$ cat src/rtl/switch_debounce_if.sv
// Switch debouncer bus: raw switch levels in, debounced levels and edge pulses out.
interface switch_debounce_if #(
  parameter int WIDTH = 5
);
  logic [WIDTH-1:0] sw_in;
  logic [WIDTH-1:0] sw_out;
  logic [WIDTH-1:0] sw_rise;
  logic [WIDTH-1:0] sw_fall;
  logic             stable;

  modport master (output sw_in, input sw_out, sw_rise, sw_fall, stable);
  modport slave  (input sw_in, output sw_out, sw_rise, sw_fall, stable);
endinterface

$ cat src/rtl/switch_debounce.sv
// Multi-channel switch debouncer: per-channel 2-flop sync, qualify counter and
// edge pulses, plus a global "nothing pending" flag.
module switch_debounce_lane #(
  parameter int DEBOUNCE_CYCLES = 1000000
) (
  input  logic clk,
  input  logic rst,
  input  logic sw_in,
  output logic sw_out,
  output logic sw_rise,
  output logic sw_fall,
  output logic idle
);
  localparam int CNT_W = (DEBOUNCE_CYCLES > 2) ? $clog2(DEBOUNCE_CYCLES) : 1;
  localparam logic [CNT_W-1:0] LAST = CNT_W'(DEBOUNCE_CYCLES - 1);
  localparam logic [0:0] IDLE  = 1'b0;
  localparam logic [0:0] COUNT = 1'b1;

  logic             sync1, sync2;
  logic [0:0]       state;
  logic [CNT_W-1:0] cnt;
  logic             diff;

  assign diff = sync2 ^ sw_out;
  assign idle = (state == IDLE) && (cnt == '0);

  always_ff @(posedge clk) begin
    if (rst) begin
      sync1   <= 1'b0;
      sync2   <= 1'b0;
      sw_out  <= 1'b0;
      sw_rise <= 1'b0;
      sw_fall <= 1'b0;
      state   <= IDLE;
      cnt     <= '0;
    end else begin
      sync1   <= sw_in;
      sync2   <= sync1;
      sw_rise <= 1'b0;
      sw_fall <= 1'b0;
      case (state)
        IDLE: begin
          // IDLE always holds cnt==0 and LAST>=1, so no toggle can happen here
          if (diff) begin
            state <= COUNT;
            cnt   <= CNT_W'(1);
          end
        end
        default: begin
          if (!diff) begin
            state <= IDLE;
            cnt   <= '0;
          end else if (cnt == LAST) begin
            sw_out  <= ~sw_out;
            sw_rise <= ~sw_out;
            sw_fall <= sw_out;
            state   <= IDLE;
            cnt     <= '0;
          end else begin
            cnt <= cnt + CNT_W'(1);
          end
        end
      endcase
    end
  end
endmodule

module switch_debounce #(
  parameter int DEBOUNCE_CYCLES = 1000000,
  parameter int WIDTH           = 5
) (
  input  logic                 clk,
  input  logic                 rst,
  switch_debounce_if.slave     bus
);
  logic [WIDTH-1:0] sw_in_w, sw_out_w, sw_rise_w, sw_fall_w, idle_w;
  logic             stable_q;

  assign sw_in_w = bus.sw_in;

  switch_debounce_lane #(.DEBOUNCE_CYCLES(DEBOUNCE_CYCLES)) u_lane [WIDTH-1:0] (
    .clk     (clk),
    .rst     (rst),
    .sw_in   (sw_in_w),
    .sw_out  (sw_out_w),
    .sw_rise (sw_rise_w),
    .sw_fall (sw_fall_w),
    .idle    (idle_w)
  );

  always_ff @(posedge clk) begin
    if (rst) stable_q <= 1'b0;
    else     stable_q <= &idle_w;
  end

  assign bus.sw_out  = sw_out_w;
  assign bus.sw_rise = sw_rise_w;
  assign bus.sw_fall = sw_fall_w;
  assign bus.stable  = stable_q;
endmodule

$ cat src/flat_wrapper.sv
// flat-port wrapper written by rule: the top's interface ports become plain ports
module switch_debounce_flat 
#(
  parameter int DEBOUNCE_CYCLES = 1000000,
  parameter int WIDTH           = 5
)
  (clk, rst, bus_sw_in, bus_sw_out, bus_sw_rise, bus_sw_fall, bus_stable);
  switch_debounce_if #(.WIDTH(WIDTH)) bus_i ();
  input  logic clk;
  input  logic rst;
  input wire logic [$bits(bus_i.sw_in)-1:0] bus_sw_in;
  output wire logic [$bits(bus_i.sw_out)-1:0] bus_sw_out;
  output wire logic [$bits(bus_i.sw_rise)-1:0] bus_sw_rise;
  output wire logic [$bits(bus_i.sw_fall)-1:0] bus_sw_fall;
  output wire logic [$bits(bus_i.stable)-1:0] bus_stable;
  assign bus_i.sw_in = bus_sw_in;
  assign bus_sw_out = bus_i.sw_out;
  assign bus_sw_rise = bus_i.sw_rise;
  assign bus_sw_fall = bus_i.sw_fall;
  assign bus_stable = bus_i.stable;
  switch_debounce #(.DEBOUNCE_CYCLES(DEBOUNCE_CYCLES), .WIDTH(WIDTH)) u_core (.clk(clk), .rst(rst), .bus(bus_i));
endmodule
$ cat config.mk
export PLATFORM = sky130hd
export DESIGN_NAME = switch_debounce_flat
export DESIGN_NICKNAME = d
export VERILOG_FILES = /design/src/rtl/switch_debounce_if.sv /design/src/rtl/switch_debounce.sv /design/src/flat_wrapper.sv
export SDC_FILE = /design/constraint.sdc
export NUM_CORES = 1
export LEC_CHECK = 0
export CAP_MARGIN = 20
export CORE_MARGIN = 1.5
export CORE_UTILIZATION = 45
export CTS_BUF_LIST = sky130_fd_sc_hd__clkbuf_2 sky130_fd_sc_hd__clkbuf_4 sky130_fd_sc_hd__clkbuf_8
export DETAILED_ROUTE_END_ITERATION = 10
export DONT_BUFFER_PORTS = 1
export GPL_TIMING_DRIVEN = 0
export PLACE_DENSITY = 0.68
export SYNTH_ARGS = -nofsm -noshare
export SYNTH_HDL_FRONTEND = slang
export SYNTH_HIERARCHICAL = 1
export SYNTH_SLANG_ARGS = --single-unit
$ cat constraint.sdc
create_clock -name clk -period 1.8 [get_ports clk]
set_input_delay 0.09 -clock clk [delete_from_list [all_inputs] [get_ports clk]]
set_output_delay 0.09 -clock clk [all_outputs]
set_load 0.03 [all_outputs]
==> impl_metrics.yaml, run 1 <==
status:
  outcome: "complete, but fails checks"
  violations: "negative hold slack, negative setup slack"
power:
  pwr-share-clk_pct: 43.4
  p_sw_share_pct: 22.2
  p_leak_uw: 0.00319
  p_per_area_nw_per_um2: 664
  p_seq_share_pct: 51.9
  vdd_drop_max_uv: 548
  power.internal_uw: 4400
  switching_power_uw: 1260
  combPwrFrac_pct: 4.7
sta:
  skew_ps: 13.8
  relSlewSlack_pct: 54.5
  rsz0062_at_grt: "yes"
  maxSlewViolCount: 0
  post-route-min-period_ps: 1830
  worstMarginPinSlew_ps: 677
  fin_crit_sh_pct: 102
  setup_tns_ps: -67.4
  fmax_mhz: 547
  hold_viol: 9
  finalSetupViolCount: 8
  worst_slack_ps: -27.6
  holdWs_ps: -135
setup_path:
  cp-end-kind: "flop"
  crit_fanout: 6
  cp.arrival_ps: 2170
  required_ps: 2140
  path_class: "flop to flop"
  worstSetupStartpointType: "flop"
final_layout:
  drive_gt1_share_pct: 27.9
  regArea_um2: 2710
  final_cells: 1032
  finalNetCount: 860
  antenna-diode-count: 0
  area_growth_pct: 30.7
  multi_input_area_um2: 4220
  n_fill_cell: 1174
  fin_util_pct: 60.9
yosys:
  synthCells: 754
  synth-edff-count: 0
  netlist_area_um2: 6520
  synth-seq-area-share_pct: 40.2
  synth.ff_latch_count: 131
  syn_avg_cell_area_um2: 8.64
  ys.flop_type: "dfxtp_1"
  syn_nets: 771
  synth.top_cell.area_share_pct: 40.2
  synth_cell_type_count: 38
  yosysTopAreaCell: "dfxtp_1"
  synthArstFlopShare_pct: 0
  ys_warn_count: 6
  yosys-top-cells-area: "dfxtp_1 (40%), nand2_1 (4.7%), nand3_1 (4.6%)"
floorplan:
  start_util_pct: 46.6
  io_pins: 23
  core_area_um2: 14000
  num_rows: 43
  die-area_um2: 15200
  die_height_um: 123
  fp.dieW_um: 123
detailed_routing:
  firstDrtPassIters: 5
  num_vias: 6200
  drc: 0
  drt-initial-drc-count: 523
  vias_per_cell: 6.01
  wl_per_cell_um: 16.7
  postRouteAntennaNets: 0
  wirelength_mm: 17.2
cts:
  numCtsBuffers: 17
  cts.htree.levels: 4
  clock-sinks: 131
  clk_latency_ps: 450
  cts_root_buffer: "clkbuf_8"
  clk_pin_slew_ps: 70
  clock_tree.buffer_depth: 2
  hold_buffers: 21
  cts_tree: "yes"
placement:
  gp_congestion: 0.832
  detailedPlace.worstSlack_ps: -233
  dp.cells: 939
  hpwl_mm: 10.5
  portBuffers: 0
global_route:
  antenna_found_initial: 0
  grt_usage_pct: 22.0
  grt_max_degree: 17
  first_global_vias: 5814
  grt_pass1_wl_mm: 26.6
  grt.overflow.total: 0
run:
  cap_violations: 0
worst_hold_path:
  hold_path.class: "input port to flop"
==> synth_stat cells, types with 20 or more instances <==
cell type    n
dfxtp_1    131
a22o_1      30
o21ai_0     20
clkbuf_1    20
nand3_1     60
nand2_1     81
a21oi_1     40
nor3_1      20
a31oi_1     45
nand4_1     20
nor2_1      61
==> registers in the layout, indices dropped and copies added, names as in the netlist <==
| name | cells |
|---|---|
| u_core/bus.stable | 1 |
| u_core/u_lane/sw_fall | 5 |
| u_core/u_lane/sync2 | 5 |
| u_core/u_lane/sync1 | 5 |
| u_core/u_lane/sw_out | 5 |
| u_core/u_lane/state | 5 |
| u_core/u_lane/sw_rise | 5 |
| u_core/u_lane/cnt | 100 |
==> layout by cell type (no fill, tap or decap), types with 9 or more instances in the layout <==
master         instances
dfxtp_1               87
nand2_1               77
nor2_1                57
nand3_1               50
buf_4                 46
a31oi_1               39
dfxtp_2               33
a22o_1                30
a21oi_1               24
clkbuf_8              21
dlygate4sd3_1         21
nand4_1               20
o21ai_0               19
inv_1                 15
clkbuf_1              15
xnor2_1               15
a21oi_2               15
mux2i_1               15
and3_1                15
buf_6                 12
dfxtp_4               11
or4_4                 10
nor4_1                10
and4_1                10
a21o_1                10
nand2b_1              10
nor2b_1               10
a41oi_1               10
nor4b_2                9
==> kinds of logic (layout without fill, tap and decap cells) <==
logic type               count (synthesis)  count (layout)  synth area share (%)
XOR/XNOR                                25              25                  3.36
AO/OA/AOI/OAI                          175             175                  18.1
multiplexers                            15              15                  2.30
flip-flops                             131             131                  40.2
AND/OR/NAND/NOR                        348             348                  29.7
buffers and inverters                   50             148                  4.32
adder cells (fa/ha/maj)                 10              10                  1.92
==> per-stage QoR <==
step | instance area, um^2 | power [uW]
final | 8520 | 5660
after global routing | 8520 | 5860
after CTS | 7840 | 5690
after detailed placement | 6790 | 3210
after global placement | 6750 | 3190
after floorplan | 6520 | 3140
==> layer usage <==
layer  share of wire [%]  wire length (um)  GRT usage (%)  vias to the layer above
li1                    -                 -              -                     2987
met1                  44              7500           26.9                     2986
met2                  50              8620           36.6                      196
met3                 5.1               871           6.13                       31
met4                 1.2               200           8.91                        0
met5                   0                 0              0                        -
==> worst paths after layout <==
path / slack, ps / endpoint / cells past startpoint / startpoint
worst max register to register: -30 / u_core/u_lane[3]/cnt[17] / 6 / u_core/u_lane[3]/cnt[10]
worst min register to register: 450 / u_core/u_lane[0]/sync2 / 1 / u_core/u_lane[0]/sync1
worst min-delay path: -130 / u_core/u_lane[1]/cnt[2] / 3 / rst
worst max-delay path: -30 / u_core/u_lane[3]/cnt[17] / 6 / u_core/u_lane[3]/cnt[10]
==> power groups by stage <==
stage	registers [uW]	logic [uW]	clock network [uW]
after floorplan	3000	139	0
after global placement	3010	181	0
after detailed placement	3010	199	0
after CTS	2940	241	2510
after global routing	2940	291	2630
final	2940	267	2450
==> cell type report <==
class	count	share of cell area, %
multi-input cells	573	49.5
flip-flops and latches	131	31.8
repair buffers	75	8.08
clock buffers	23	3.57
plain buffers	30	2.87
well taps	180	2.64
clock inverters	5	0.911
inverters	15	0.661
==> what timing repair did <==
item,CTS,global route
setup endpoints to repair,90,98
setup buffers,17,24
pin swaps,12,32
cloned,1,7
endpoints found under the hold margin,33,12
resized for setup,71,97
==> critical path, stage by stage, from the launching register on <==
cell and delay (ps):
dfxtp_4 340, or4_4 540, nor2_4 190, a211oi_4 100, buf_6 160, a21o_1 160, a22o_1 220
Note: power is estimated with default switching activity, not from simulation.
==> run 2, diff against run 1 <==
--- a/config.mk
+++ b/config.mk
@@ -17,3 +17,4 @@
 export SYNTH_HDL_FRONTEND = slang
 export SYNTH_HIERARCHICAL = 1
 export SYNTH_SLANG_ARGS = --single-unit
+export TNS_END_PERCENT = 50
==> impl_metrics.yaml, run 2 (synthesis gave the netlist of run 1 again) <==
sta:
  relSlewSlack_pct: 54.5
  post-route-min-period_ps: 1820
  holdWs_ps: -138
  worst_slack_ps: -23.0
  fin_crit_sh_pct: 101
  fmax_mhz: 549
  hold_viol: 10
  maxSlewViolCount: 0
  worstMarginPinSlew_ps: 677
  rsz0062_at_grt: "yes"
  finalSetupViolCount: 5
  skew_ps: 13.2
cts:
  numCtsBuffers: 17
  clock_tree.buffer_depth: 2
  clk_latency_ps: 450
  cts_tree: "yes"
  clock-sinks: 131
  clk_pin_slew_ps: 70
  cts.htree.levels: 4
  hold_buffers: 21
  cts_root_buffer: "clkbuf_8"
power:
  power.internal_uw: 4400
  pwr-share-clk_pct: 43.4
  p_leak_uw: 0.00317
  vdd_drop_max_uv: 550
  combPwrFrac_pct: 4.7
  p_seq_share_pct: 51.9
  p_per_area_nw_per_um2: 668
  finalPower_uw: 5650
  switching_power_uw: 1250
  p_sw_share_pct: 22.2
final_layout:
  fin_util_pct: 60.5
  layout_commonest_cell: "dfxtp_1"
  finalNetCount: 859
  area_growth_pct: 29.8
  top_register: "u_core/u_lane/cnt"
  drive_gt1_share_pct: 26.9
  largest_register_ffs: 100
  n_fill_cell: 1195
  final_cell_mix: "dfxtp_1 (88), nand2_1 (78), nor2_1 (59), nand3_1 (53), buf_4 (45)"
  antenna-diode-count: 0
detailed_routing:
  drt-initial-drc-count: 616
  num_vias: 6225
  drc: 0
  postRouteAntennaNets: 0
  firstDrtPassIters: 5
  wl_per_cell_um: 16.7
  wirelength_mm: 17.2
  vias_per_cell: 6.04
placement:
  hpwl_mm: 10.5
  gp_congestion: 0.832
  portBuffers: 0
global_route:
  antenna_found_initial: 0
  grt_max_degree: 17
  grt.overflow.total: 0
  grt_usage_pct: 22.0
  first_global_vias: 5814
  grt_pass1_wl_mm: 26.6
setup_path:
  cp-end-kind: "flop"
  cp.arrival_ps: 2170
  worst-r2r-cell-count: 6
  worstSetupStartpointType: "flop"
  path_class: "flop to flop"
  required_ps: 2140
  crit_fanout: 6
floorplan:
  io_pins: 23
  fp.dieW_um: 123
  num_rows: 43
  start_util_pct: 46.6
  die-area_um2: 15200
  die_height_um: 123
  core_area_um2: 14000
status:
  outcome: "complete, but fails checks"
  violations: "negative hold slack, negative setup slack"
worst_hold_path:
  hold_path.class: "input port to flop"
  min_path_cells: 3
run:
  cap_violations: 0
==> run 2: cell types whose count changed in the layout (fill, tap and decap cells not counted), moves of 2 or more <==
cell and delta:
nand3_1 +3, nand3_2 -3, nor2_1 +2, nor2_2 -2
==> run 2: final timing paths <==
| kind | end | start | slack, ps |
|---|---|---|---|
| max | u_core/u_lane[3]/cnt[18] | u_core/u_lane[3]/cnt[0] | -20 |
| min | u_core/u_lane[1]/cnt[2] | rst | -140 |
| max reg2reg | u_core/u_lane[3]/cnt[18] | u_core/u_lane[3]/cnt[0] | -20 |
| min reg2reg | u_core/u_lane[3]/sync2 | u_core/u_lane[3]/sync1 | 450 |
==> run 2: routing by layer <==
metal | wire, um | part of all wire (%) | global-route usage [%]
met1 | 7470 | 43 | 26.9
met2 | 8530 | 50 | 36.6
met3 | 928 | 5.4 | 6.13
met4 | 255 | 1.5 | 8.91
met5 | 0 | 0 | 0
==> run 2: power groups by stage <==
stage / clock (uW) / sequential, uW / combinational (uW)
after floorplan: 0 / 3000 / 139
after global placement: 0 / 3010 / 181
after detailed placement: 0 / 3010 / 199
after CTS: 2510 / 2940 / 241
after global routing: 2630 / 2940 / 290
final: 2450 / 2940 / 266
==> run 2: layout make-up <==
type / count / area (um^2) / area share [%]
buffer: 30 / 244 / 2.88
clock buffer: 23 / 304 / 3.59
clock inverter: 5 / 77.6 / 0.917
inverter: 15 / 56.3 / 0.666
multi-input combinational: 573 / 4180 / 49.4
sequential: 131 / 2700 / 32.0
tap: 180 / 225 / 2.66
timing repair buffer: 74 / 667 / 7.88
==> run 2: timing repair <==
action                                 CTS  global route
pin swaps                               12            28
setup buffers                           17            24
setup endpoints to repair               90            98
gates resized for setup                 71            90
endpoints found under the hold margin   33            12
cloned                                   1             6
==> run 2: critical path, cell delays in order, from the launching register on <==
cell	delay, ps
dfxtp_2	410
ha_4	190
nand3_4	130
nor3_2	460
nand4_1	180
xnor2_1	150
a22o_1	190
==> run 2: per-stage QoR <==
stage,std cells,setup slack [ps],cell area (um^2),hold WS (ps),setup TNS (ps)
detailed placement,939,-233,6790,228,-11580
global placement,934,-194,6750,223,-9880
CTS,1006,2.56,7840,-177,0
floorplan,754,61.5,6520,218,0
global route,1031,-95.7,8460,-166,-2280
finish,1031,-23.0,8460,-138,-64.4
==> run 3, diff against run 2 <==
--- a/config.mk
+++ b/config.mk
@@ -12,7 +12,7 @@
 export DETAILED_ROUTE_END_ITERATION = 10
 export DONT_BUFFER_PORTS = 1
 export GPL_TIMING_DRIVEN = 0
-export PLACE_DENSITY = 0.68
+export PLACE_DENSITY = 0.66
 export SYNTH_ARGS = -nofsm -noshare
 export SYNTH_HDL_FRONTEND = slang
 export SYNTH_HIERARCHICAL = 1
==> constraint.sdc (replaced) <==
create_clock -name clk -period 2.15 [get_ports clk]
set_input_delay 0.1075 -clock clk [delete_from_list [all_inputs] [get_ports clk]]
set_output_delay 0.1075 -clock clk [all_outputs]
set_load 0.03 [all_outputs]
==> impl_metrics.yaml, run 3 (synthesis gave the netlist of run 1 again) <==
status:
  outcome: "finished clean"
cts:
  numCtsBuffers: 17
  clk_latency_ps: 450
  clock_tree.buffer_depth: 2
  clock-sinks: 131
  cts_root_buffer: "clkbuf_8"
  cts_tree: "yes"
  cts.htree.levels: 4
  clk_pin_slew_ps: 80
floorplan:
  start_util_pct: 46.6
  fp.dieW_um: 123
  die-area_um2: 15200
  die_height_um: 123
  io_pins: 23
  num_rows: 43
  core_area_um2: 14000
global_route:
  grt_usage_pct: 20.1
  grt_pass1_wl_mm: 24.6
  grt_max_degree: 17
  antenna_found_initial: 0
  grt.overflow.total: 0
  first_global_vias: 5317
sta:
  post-route-min-period_ps: 2090
  skew_ps: 10.6
  hold_viol: 0
  maxSlewViolCount: 0
  relSlewSlack_pct: 44.2
  rsz0062_at_grt: "yes"
  fmax_mhz: 479
  finalSetupViolCount: 0
  worstMarginPinSlew_ps: 830
  fin_crit_sh_pct: 97.0
setup_path:
  path_cells: "nand4_1 > nor3_1 > nand3_1 > a21o_1 > a22o_1"
  crit_buf_inv: 0
  cp.arrival_ps: 2430
  cp-end-kind: "flop"
  worstSetupStartpointType: "flop"
  slowest_stage: "nor3_1"
  cpLargestDelayFamily: "simple AND/OR/NAND/NOR gates"
  path_class: "flop to flop"
  required_ps: 2500
  crit_fanout: 6
  max_stage_delay_ps: 630
final_layout:
  top_register: "u_core/u_lane/cnt"
  drive_gt1_share_pct: 11.9
  design_area_um2: 7450
  n_fill_cell: 1288
  fin_util_pct: 53.2
  finalNetCount: 809
  antenna-diode-count: 0
  largest_register_ffs: 100
  final_cell_mix: "dfxtp_1 (126), nand2_1 (81), nor2_1 (61), nand3_1 (58), a31oi_1 (45)"
  area_growth_pct: 14.3
  layout_commonest_cell: "dfxtp_1"
placement:
  hpwl_mm: 10.1
  portBuffers: 0
  post_dp_cell_area_um2: 6780
  gp_congestion: 0.826
detailed_routing:
  vias_per_cell: 5.91
  drc: 0
  met1Wirelength_mm: 6.99
  postRouteAntennaNets: 0
  firstDrtPassIters: 7
  dr_wl_met2_mm: 7.01
  wl_per_cell_um: 15.1
  num_vias: 5822
  met3WireLength_um: 715
  top_layer: "met4"
  wirelength_mm: 14.9
  drt-initial-drc-count: 426
worst_hold_path:
  hold_path.class: "input port to flop"
power:
  finalPower_uw: 4910
  p_per_area_nw_per_um2: 660
  vdd_drop_max_uv: 449
  p_leak_uw: 0.00277
run:
  cap_violations: 0
run 3: changes by cell type in the layout (fill, tap and decap cells not counted), sizes merged:
| cell | change |
|---|---|
| buf | -42 |
| inv | +2 |
| dlygate4sd3 | -10 |
| clkinv | +3 |
| bufinv | +1 |
run 3: area by class of cell:
class	count	area, um^2	area share [%]
sequential	131	2630	35.3
inverter	15	56.3	0.756
clock buffer	21	289	3.88
timing repair buffer	19	168	2.25
tap	180	225	3.02
multi-input combinational	573	3710	49.8
clock inverter	11	148	1.98
buffer	35	225	3.02
run 3: metrics by stage:
| step | setup slack (ps) | TNS [ps] | hold WS (ps) | std cells |
|---|---|---|---|---|
| after floorplan | 311 | 0 | 236 | 754 |
| after global placement | -40.3 | -78.0 | 238 | 934 |
| after detailed placement | 33.4 | 0 | 241 | 939 |
| after CTS | 0.318 | 0 | 164 | 982 |
| after global routing | 0.158 | 0 | 197 | 985 |
| final | 64.0 | 0 | 201 | 985 |
run 3: power by group:
part	leakage [uW]	internal, uW	total, uW	switching (uW)
Sequential	0.00106	2440	2460	19.5
Clock	0.000223	1270	2260	987
Combinational	0.00149	76.8	189	112
Total	0.00277	3800	4910	1120
run 3: path summary, 6_finish.rpt:
check | start | end | slack, ps | cells past startpoint
min | rst | u_core/u_lane[3]/cnt[12] | 200 | 3
max reg2reg | u_core/u_lane[4]/cnt[2] | u_core/u_lane[4]/cnt[17] | 60 | 5
min reg2reg | u_core/u_lane[4]/sync1 | u_core/u_lane[4]/sync2 | 440 | 1
max | u_core/u_lane[4]/cnt[2] | u_core/u_lane[4]/cnt[17] | 60 | 5
run 3: worst min-delay path, cell delays in order:
cell and delay [ps]:
or3_1 70, clkbuf_1 300, a31oi_1 130
run 3: what timing repair did:
| item | CTS | global route |
|---|---|---|
| endpoints found under the setup margin | 0 | 89 |
| endpoints found under the hold margin | 32 | 0 |
| hold buffers | 11 | 0 |
| resized for setup | 0 | 21 |
| buffers inserted | 0 | 3 |
run 3: routing by layer:
layer	global-route usage (%)	up-vias
li1	-	2887
met1	25.4	2758
met2	33.3	157
met3	5.07	20
met4	7.40	0
met5	0	-
